===== src/rtl/vram_arbiter.sv =====
// vram_arbiter: shares one single-port framebuffer RAM between VGA scanout
// reads and a queued draw-side writer. Scanout owns the port on visible
// cycles. Queued writes retire during blanking.
//
// Optional feature macro: VRAM_CLEAR_EN enables the hardware clear engine
// (IDLE -> DRAIN -> FILL -> IDLE). When it is undefined, clr_start and
// clr_color are ignored and clr_busy is tied low.
//
// Ports:
//   vclk, srst      video clock, synchronous active-high reset
//   disp_addr       scanout address
//   disp_visible    scanout is in the visible area
//   disp_pixel      pixel returned to vga (0 when not visible)
//   wr_valid/ready  write handshake
//   wr_addr/data    write address and pixel
//   mem_addr        RAM address
//   mem_we          RAM write enable
//   mem_wdata       RAM write data
//   mem_rdata       RAM read data, combinational from mem_addr
//   fifo_level      number of queued writes, 0..FIFO_DEPTH
//   wr_oob          sticky flag: an out-of-range write was popped
//   clr_start       one-cycle clear request
//   clr_color       clear pixel, sampled on clr_start
//   clr_busy        clear sequence in progress
module vram_arbiter #(
    parameter int unsigned ADDR_W     = 20,
    parameter int unsigned DATA_W     = 3,
    parameter int unsigned FIFO_DEPTH = 16,
    parameter int unsigned FB_WORDS   = 307200
) (
    input  logic                          vclk,
    input  logic                          srst,
    input  logic [ADDR_W-1:0]             disp_addr,
    input  logic                          disp_visible,
    output logic [DATA_W-1:0]             disp_pixel,
    input  logic                          wr_valid,
    output logic                          wr_ready,
    input  logic [ADDR_W-1:0]             wr_addr,
    input  logic [DATA_W-1:0]             wr_data,
    output logic [ADDR_W-1:0]             mem_addr,
    output logic                          mem_we,
    output logic [DATA_W-1:0]             mem_wdata,
    input  logic [DATA_W-1:0]             mem_rdata,
    output logic [$clog2(FIFO_DEPTH):0]   fifo_level,
    output logic                          wr_oob,
    input  logic                          clr_start,
    input  logic [DATA_W-1:0]             clr_color,
    output logic                          clr_busy
);

    localparam int unsigned PTR_W = $clog2(FIFO_DEPTH);
    localparam int unsigned LVL_W = PTR_W + 1;
    // One extra bit so FB_WORDS itself is representable for the range check.
    localparam logic [ADDR_W:0] FB_LIM = (ADDR_W+1)'(FB_WORDS);

    // Write FIFO storage and pointers
    logic [ADDR_W-1:0] fifo_addr [FIFO_DEPTH];
    logic [DATA_W-1:0] fifo_data [FIFO_DEPTH];
    logic [PTR_W-1:0]  wr_ptr;
    logic [PTR_W-1:0]  rd_ptr;

    logic              full_c;
    logic              empty_c;
    logic              push_c;
    logic              pop_c;
    logic [ADDR_W-1:0] head_addr_c;
    logic [DATA_W-1:0] head_data_c;
    logic              head_oob_c;

    // Clear engine view seen by the grant logic
    logic              clr_idle_c;
    logic              clr_fill_c;
    logic [ADDR_W-1:0] clr_addr_c;
    logic [DATA_W-1:0] clr_wdata_c;

    assign full_c      = (fifo_level == LVL_W'(FIFO_DEPTH));
    assign empty_c     = (fifo_level == LVL_W'(0));
    assign head_addr_c = fifo_addr[rd_ptr];
    assign head_data_c = fifo_data[rd_ptr];
    assign head_oob_c  = ({1'b0, head_addr_c} >= FB_LIM);

    // Accept decision uses only registered state, plus srst to hold it low in reset.
    assign wr_ready = !full_c && clr_idle_c && !srst;
    assign push_c   = wr_valid && wr_ready;

`ifdef VRAM_CLEAR_EN
    localparam logic [1:0] ST_IDLE  = 2'd0;
    localparam logic [1:0] ST_DRAIN = 2'd1;
    localparam logic [1:0] ST_FILL  = 2'd2;
    localparam logic [ADDR_W-1:0] CLR_LAST = ADDR_W'(FB_WORDS - 1);

    logic [1:0]        clr_state;
    logic [1:0]        clr_state_nxt;
    logic [ADDR_W-1:0] clr_cnt;
    logic [ADDR_W-1:0] clr_cnt_nxt;
    logic [DATA_W-1:0] clr_color_q;
    logic [DATA_W-1:0] clr_color_nxt;

    // Clear FSM state register
    always_ff @(posedge vclk) begin
        if (srst) begin
            clr_state   <= ST_IDLE;
            clr_cnt     <= '0;
            clr_color_q <= '0;
            clr_busy    <= 1'b0;
        end else begin
            clr_state   <= clr_state_nxt;
            clr_cnt     <= clr_cnt_nxt;
            clr_color_q <= clr_color_nxt;
            clr_busy    <= (clr_state_nxt != ST_IDLE);
        end
    end

    // Clear FSM next state; the fill counter only advances on blanking cycles.
    always_comb begin
        clr_state_nxt = clr_state;
        clr_cnt_nxt   = clr_cnt;
        clr_color_nxt = clr_color_q;
        case (clr_state)
            ST_IDLE: begin
                if (clr_start) begin
                    clr_state_nxt = ST_DRAIN;
                    clr_color_nxt = clr_color;
                    clr_cnt_nxt   = '0;
                end
            end
            ST_DRAIN: begin
                if (empty_c) begin
                    clr_state_nxt = ST_FILL;
                end
            end
            ST_FILL: begin
                if (!disp_visible) begin
                    if (clr_cnt == CLR_LAST) begin
                        clr_state_nxt = ST_IDLE;
                        clr_cnt_nxt   = '0;
                    end else begin
                        clr_cnt_nxt = clr_cnt + ADDR_W'(1);
                    end
                end
            end
            default: begin
                clr_state_nxt = ST_IDLE;
            end
        endcase
    end

    assign clr_idle_c  = (clr_state == ST_IDLE);
    assign clr_fill_c  = (clr_state == ST_FILL);
    assign clr_addr_c  = clr_cnt;
    assign clr_wdata_c = clr_color_q;
`else
    logic unused_clr_c;

    assign unused_clr_c = ^{clr_start, clr_color};
    assign clr_busy     = 1'b0;
    assign clr_idle_c   = 1'b1;
    assign clr_fill_c   = 1'b0;
    assign clr_addr_c   = '0;
    assign clr_wdata_c  = '0;
`endif

    // Port grant: display > clear fill > FIFO pop > idle
    always_comb begin
        mem_addr   = disp_addr;
        mem_we     = 1'b0;
        mem_wdata  = '0;
        disp_pixel = '0;
        pop_c      = 1'b0;
        if (disp_visible) begin
            disp_pixel = mem_rdata;
        end else if (clr_fill_c) begin
            mem_addr  = clr_addr_c;
            mem_we    = 1'b1;
            mem_wdata = clr_wdata_c;
        end else if (!empty_c) begin
            // Out-of-range entries are popped and dropped without a RAM write.
            pop_c     = 1'b1;
            mem_addr  = head_addr_c;
            mem_wdata = head_data_c;
            mem_we    = !head_oob_c;
        end
    end

    // FIFO pointers, level and sticky out-of-range flag
    always_ff @(posedge vclk) begin
        if (srst) begin
            wr_ptr     <= '0;
            rd_ptr     <= '0;
            fifo_level <= '0;
            wr_oob     <= 1'b0;
        end else begin
            if (push_c) begin
                wr_ptr <= wr_ptr + PTR_W'(1);
            end
            if (pop_c) begin
                rd_ptr <= rd_ptr + PTR_W'(1);
            end
            fifo_level <= fifo_level + LVL_W'(push_c) - LVL_W'(pop_c);
            if (pop_c && head_oob_c) begin
                wr_oob <= 1'b1;
            end
        end
    end

    // FIFO storage, no reset needed
    always_ff @(posedge vclk) begin
        if (push_c) begin
            fifo_addr[wr_ptr] <= wr_addr;
            fifo_data[wr_ptr] <= wr_data;
        end
    end

endmodule

===== config.mk =====
export PLATFORM = sky130hd
export DESIGN_NAME = vram_arbiter
export DESIGN_NICKNAME = d
export VERILOG_FILES = /design/src/rtl/vram_arbiter.sv
export SDC_FILE = /design/constraint.sdc
export NUM_CORES = 1
export LEC_CHECK = 0
export ABC_AREA = 1
export BUFFER_PORTS_ARGS = -buffer_cell sky130_fd_sc_hd__buf_2
export CAP_MARGIN = 15
export CELL_PAD_IN_SITES_DETAIL_PLACEMENT = 0
export CELL_PAD_IN_SITES_GLOBAL_PLACEMENT = 1
export CORE_AREA = 10 10 208 210
export CTS_CLUSTER_SIZE = 40
export DETAILED_ROUTE_END_ITERATION = 12
export DIE_AREA = 0 0 218 220
export PLACE_DENSITY_LB_ADDON = 0.1
export SLEW_MARGIN = 20
export SYNTH_ARGS = -nofsm -noshare
export SYNTH_HDL_FRONTEND = slang
export SYNTH_SLANG_ARGS = --single-unit

===== constraint.sdc =====
create_clock -name vclk -period 7.68 [get_ports vclk]
set_input_delay 0.768 -clock vclk [delete_from_list [all_inputs] [get_ports vclk]]
set_output_delay 0.768 -clock vclk [all_outputs]
set_load 0.03 [all_outputs]

==> results of run 1 <==
[per-stage QoR]
stage	power, mW	utilization (%)
floorplan	3.348	-
global placement	3.712	42.49
detailed placement	3.722	42.74
CTS	5.586	45.89
global route	5.813	46.20
finish	5.519	46.21
[worst paths after layout]
| path | from | to | slack, ns | depth (start not counted) |
|---|---|---|---|---|
| hold / removal | wr_oob$_SDFFE_PP0P_ | wr_oob$_SDFFE_PP0P_ | 0.48 | 2 |
| hold reg to reg | wr_oob$_SDFFE_PP0P_ | wr_oob$_SDFFE_PP0P_ | 0.48 | 2 |
| setup reg to reg | flop | wr_oob$_SDFFE_PP0P_ | 4.14 | 14 |
| setup / recovery | flop | mem_we | 2.81 | 14 |
[layer usage]
metal  wire (um)  part of all wire [%]  GRT usage (%)
met5           0                     0              0
met4         797                   1.9          5.300
met3        1911                   4.4          2.852
met2       20630                    48          29.68
met1       19690                    46          24.32
[critical path: cells and delay by family, from the launching register on]
| family | cells | cell delay (ns) |
|---|---|---|
| AOI/OAI and AO/OA | 1 | 0.07 |
| buffers and inverters | 3 | 1.75 |
| DFF | 1 | 0.64 |
| and+or+nand+nor | 10 | 1.00 |
[kinds of logic (layout without fill, tap and decap cells)]
family                     count (synthesis)  count (layout)  share of synthesized area (%)
and+or+nand+nor                          472             472                          12.07
DFF                                      386             386                          72.32
AOI/OAI and AO/OA                        258             258                          9.722
buffers and inverters                    167             274                          4.837
adders and majority gates                 11              11                         0.9198
xor gates and xnor gates                   2               2                         0.1110
other                                      1               2                        0.02377
[area by class of cell]
type	count	area [um2]
Multi-Input combinational cell	744	3725
Clock buffer	62	1169
Antenna cell	1	2.502
Fill cell	3704	21130
Timing Repair Buffer	111	775.7
Sequential cell	386	11420
Tap cell	525	656.9
Inverter	88	332.8
Clock inverter	13	70.07
[layout by cell type, fill, tap and decap left out, drive strengths merged]
master / instances
o211ai: 8
o311ai: 5
o221ai: 46
ha: 10
nand3: 97
or2: 2
o22ai: 14
clkinv: 13
dfxtp: 18
a31o: 1
a21oi: 17
a31oi: 5
nand4: 1
buf: 111
nor2: 195
xnor2: 1
edfxtp: 368
inv: 88
diode: 1
nor4: 1
nor3: 1
clkbuf: 62
o21ai: 162
conb: 1
fa: 1
xor2: 1
nand2: 175
[power groups by stage]
stage                     Sequential, mW  Combinational [mW]  Clock (mW)
after floorplan                     2.44               0.907           0
after global placement              2.44                1.27           0
after detailed placement            2.44                1.28           0
after CTS                           2.39                1.29        1.90
after global routing                2.40                1.43        1.98
final                               2.39                1.27        1.86
[state kept, by name (all words and copies together) (netlist names), named ones only]
register / cells
rd_ptr: 4
fifo_level: 5
wr_ptr: 4
wr_oob: 1
fifo_addr: 320
fifo_data: 48
==> impl_results.md, run 1 <==
- Outcome: complete, no violations
- Area Growth Syn to Fin: 15.02%
- GR Overflow Total: 0
- IO Port Bufs: 83
- Flop pwr share: 43.4%
- Hold slack: 0.4786 ns
- Final net count: 1439
- Worst skew pair latency: about 0.57 ns
- Synth area leader: edfxtp_1
- Post-Syn Nets: 1362
- Global-route wire length before repair: 64650 um
- Critical path class: reg -> out
- CP cell instances: buf_4, buf_4, nor2_1, nor2_1, o21ai_1, nand3_1, nand3_1, nand2_1, nand2_1, nor2_1, nand2_1, nand2_1, nor2_1, buf_2
- Routability congestion estimate: between 0.7 and 0.8
- Minimum clock period after layout: 4.866 ns
- Hold Violations, Final: 0
- Power Dens Cells: 304.1 mW/mm2
- Internal power: 3.764 mW
- Main area contributors after synthesis: edfxtp_1 (70%), o21ai_0 (4.9%), nor2_1 (4.6%)
- Maximum clock frequency: 205.5 MHz
- Total Routing Usage GR: 18.07%
- Die area: 0.04796 mm2
- Max_cap viols: 0
- Switching share of power: 31.80%
- Vias per inst: 5.251
- Crit path largest cell delay: 0.80 ns
- Core Footprint: a little under 0.04 mm2
- Psw: 1.755 mW
- Final std cells w/o fill: a little under 2000
- Hold crit path type: reg -> reg
- Post-synth EDFFs: 368
- Die X: 218 um
- Number of remaining DRC errors: 0
- Share of cells above drive strength 1: 13.32%
- Asr flop ratio synth: 0%
- CTS tree: done
- CP required: 6.91 ns
- Routed wire length per instance: 22.30 um
- Commonest register cell after synthesis: edfxtp_1
- Post-synthesis area per instance: 12.17 um2
- Clk buf depth: 3
- Synth cell count leaders: edfxtp_1 (368), nor2_1 (195), nand2_1 (175)
- Mapped Area: 0.01578 mm2
- Antenna violations before repair: 1
- Core Rows: 73
- Tcrit/Tclk final: between 60% and 70%
- Dpl cells: 1849
- Vias: 10130
- Clock network power share: 33.7%
- P_leak: 6.415 nW
- CTS resizes: 0
- Setup Slack @ Placement: approximately 3.4 ns
- Largest net degree at the start of global routing: 82
- Post-synth top area share: 70.03%
- RSZ-0062 raised after global routing: false
- Setup Viol. Count Final: 0
- Top-count cell post-synth: edfxtp_1
- Worst-Margin Slew: 1.101 ns
- CTS sink cnt: 386
- Worst Path Max Fanout: 80
- Crit path capture type: output port
- Worst setup SP type: flop
- Sequential area share after synthesis: between 70% and 80%
- Synthesized instance count: roughly 1300
- Post-CTS Setup Inserts: 0
- First-pass iteration count of the detailed router: 5
- Routed Antenna Nets: 0
- Maximum vdd drop: 0.0001977 V
- CTS Hold Bufs: 0
- IO Pins: about 90
- Number of global-route vias before repair: around 10000
- Clk root buf: clkbuf_16
- Post-Place Cell Area: 0.01678 mm2
- Distinct cells, synth: 32
- Crit path DAT: 4.10 ns
- Clock transition at path regs: 0.05 ns
- Synth Register Bits: 386
- Post-DP HPWL: around 22000 um
- Crit-path slowest cell: buf_4
- H-tree depth: 2
- Slew headroom: 26.42%
- Number of DRC markers in iteration 0: 653
- Setup slack after layout: 2.814 ns
- Die Ht: between 200 and 250 um
- Sum Neg Setup Slack: 0 ns
- Combinational Power Share: 23.0%
- Final non-filler cell area: ~0.018 mm2
- Effective utilization at floorplan: 40.18%
- Yosys Warn Count: 0
- WL final: about 43000 um
- TritonCTS Buffers: 43
- Pins Over Slew Limit: 0
- Clock Skews: 0.01264 ns
Note: power is estimated with default switching activity, not from simulation.
==> inputs of run 2 (changes only) <==
==> constraint.sdc (replaced) <==
create_clock -name vclk -period 4.44 [get_ports vclk]
set_input_delay 0.444 -clock vclk [delete_from_list [all_inputs] [get_ports vclk]]
set_output_delay 0.444 -clock vclk [all_outputs]
set_load 0.03 [all_outputs]
==> run 2 against run 1 <==
Net effect: global-route usage decreased by 0.29 points; via count decreased by 1.1%; core utilization rose by 0.054 points; die area unchanged; clock-buffer cell count is 6 lower; register-to-register slack got worse by 2.5 ns; largest power group unchanged; routed wire length shrank 1.2%; sequential share of layout area decreased by 0.073 points; flip-flop and latch count unchanged.
==> impl_results.md, run 2 (same netlist as run 1, synthesis figures left out) <==
- Antenna violations before repair: 1 (unchanged)
- Critical path's top delay family: buffers and inverters
- Crit-path slowest cell: buf_4
- Hold Violations, Final: 0 (unchanged)
- Die X: 218 um (unchanged)
- Routed Antenna Nets: 0 (unchanged)
- WL final: 42520 um (-1.2%)
- Max reg flops: 320 (unchanged)
- Number of remaining DRC errors: 0 (unchanged)
- Post-Place Cell Area: 0.01682 mm2 (+0.21%)
- CTS Hold Bufs: 0 (unchanged)
- First-pass iteration count of the detailed router: 5 (unchanged)
- CP bufs+invs: 4 (+1)
- Tcrit/Tclk final: approximately four fifths
- Sum Neg Setup Slack: 0 ns (unchanged)
- Clock transition at path regs: 0.06 ns (about the same)
- Worst skew pair latency: 0.55 ns (-0.02 ns)
- Commonest non-fill, non-tap cell in the layout: edfxtp_1
- Area Growth Syn to Fin: 15.15%
- Clock Skews: 0.02305 ns (+0.01041 ns)
- Worst Path Max Fanout: 61 (-24%)
- Final Power: 9.781 mW (+77%)
- Pins Over Slew Limit: 0 (unchanged)
- P_leak: 6.448 nW (+0.51%)
- CTS resizes: 0 (unchanged)
- CP required: 4.00 ns (-2.91 ns)
- Clk root buf: clkbuf_16
- Clk buf depth: 3 (unchanged)
- Core Rows: 73 (unchanged)
- GR Overflow Total: 0 (unchanged)
- Number of DRC markers in iteration 0: 612 (-6.3%)
- Post-CTS Setup Inserts: 0 (unchanged)
- Maximum clock frequency: 284.9 MHz
- CTS tree: done
- Number of global-route vias before repair: 10020 (+0.040%)
- Total Routing Usage GR: 17.78% (-0.29 points)
- CTS sink cnt: 386 (unchanged)
- Post-DP HPWL: 21430 um (-2.4%)
- Crit path DAT: 3.07 ns (-1.03 ns)
- Maximum vdd drop: 0.0003609 V (+83%)
- Worst-Margin Slew: 1.053 ns (-0.04844 ns)
- Core Footprint: 0.03928 mm2 (unchanged)
- Die area: 0.04796 mm2 (unchanged)
- Minimum clock period after layout: 3.510 ns
- Hold crit path type: in -> reg
- Vias per inst: 5.175 (-1.5%)
- Max_cap viols: 0 (unchanged)
- Share of cells above drive strength 1: 14.33% (+1.0 points)
- Setup Viol. Count Final: 0 (unchanged)
- Top Registers: fifo_addr: 320 flops, fifo_data: 48 flops, fifo_level: 5 flops
- TritonCTS Buffers: 42 (-2.3%)
- Largest net degree at the start of global routing: 192 (+130%)
- Crit path largest cell delay: 0.61 ns (-0.19 ns)
- Outcome: complete, no violations
- Final net count: 1443 (+0.28%)
- Global-route wire length before repair: 63620 um (-1.6%)
- Crit path capture type: output port
- CP cell instances: inv_4, buf_4, o21ai_0, o221ai_1, nand3_1, nand3_1, o21ai_0, inv_1, buf_2
- Final non-filler cell area: 0.01817 mm2 (+0.12%)
- IO Pins: 89 (unchanged)
- Die Ht: 220 um (unchanged)
- Largest register by flop count: fifo_addr
- Commonest non-fill, non-tap cells in the layout: edfxtp_1 (368), nor2_1 (179), nand2_1 (175)
- Worst setup SP type: flop
- Slew headroom: 29.66% (+3.2 points)
- Effective utilization at floorplan: 40.18% (unchanged)
- Routability congestion estimate: 0.7150 (+1.0%)
- Vias: 10020 (-1.1%)
- Power Dens Cells: 538.3 mW/mm2 (+77%)
- Critical path class: reg -> out
- H-tree depth: 2 (unchanged)
- Routed wire length per instance: 21.96 um (-1.5%)
- Hold slack: 0.2083 ns (-0.2703 ns)
- RSZ-0062 raised after global routing: false
- IO Port Bufs: 83 (unchanged)
run 2: cell count changes in the layout (fill, tap and decap cells not counted), moves of 2 or more:
cell        delta
buf_4         +12
clkbuf_1       -6
buf_16         -5
bufinv_16      +4
clkinvlp_4     +4
clkinv_1       -3
buf_12         -2
clkbuf_16      -2
clkbuf_8       +2
clkinv_4       +2
run 2: layer usage:
layer	global-route usage, %	up-vias	part of all wire (%)
met4	4.351	0	1.9
li1	-	4811	-
met1	22.24	4937	43
met5	0	-	0
met3	2.962	59	4.1
met2	31.46	211	51
run 2: path summary, 6_finish.rpt:
kind | startpoint | end | slack (ns) | cells after the start
setup / recovery | flop | mem_addr[3] | 0.93 | 9
hold / removal | srst | wr_oob$_SDFFE_PP0P_ | 0.21 | 2
setup reg to reg | fifo_level[3]$_SDFF_PP0_ | fifo_addr[8][13]$_DFFE_PP_ | 1.61 | 10
hold reg to reg | wr_oob$_SDFFE_PP0P_ | wr_oob$_SDFFE_PP0P_ | 0.46 | 2
run 2: stage by stage:
stage / utilization (%) / cells / setup slack (ns)
2_1_floorplan: - / 1297 / 1.415
3_3_place_gp: 42.83 / 1859 / 1.374
3_5_place_dp: 42.83 / 1859 / 1.332
4_1_cts: 46.26 / 1935 / 0.8786
5_1_grt: 46.26 / 1935 / 0.6441
6_report: 46.26 / 1936 / 0.9299
run 2: cell type report:
cell class                 instances  area, um2
multi-input combinational        744       3725
fill                            3640      21110
antenna                            1      2.502
inverter                          88      332.8
clock inverter                    20      224.0
sequential                       386      11420
tap                              525      656.9
clock buffer                      56       1124
timing repair buffer             116      688.2
run 2: where the power goes:
group | total, mW | switching, mW | internal [mW]
registers | 4.14 | 0.0683 | 4.07
logic | 2.20 | 1.57 | 0.631
clock network | 3.44 | 1.42 | 2.02
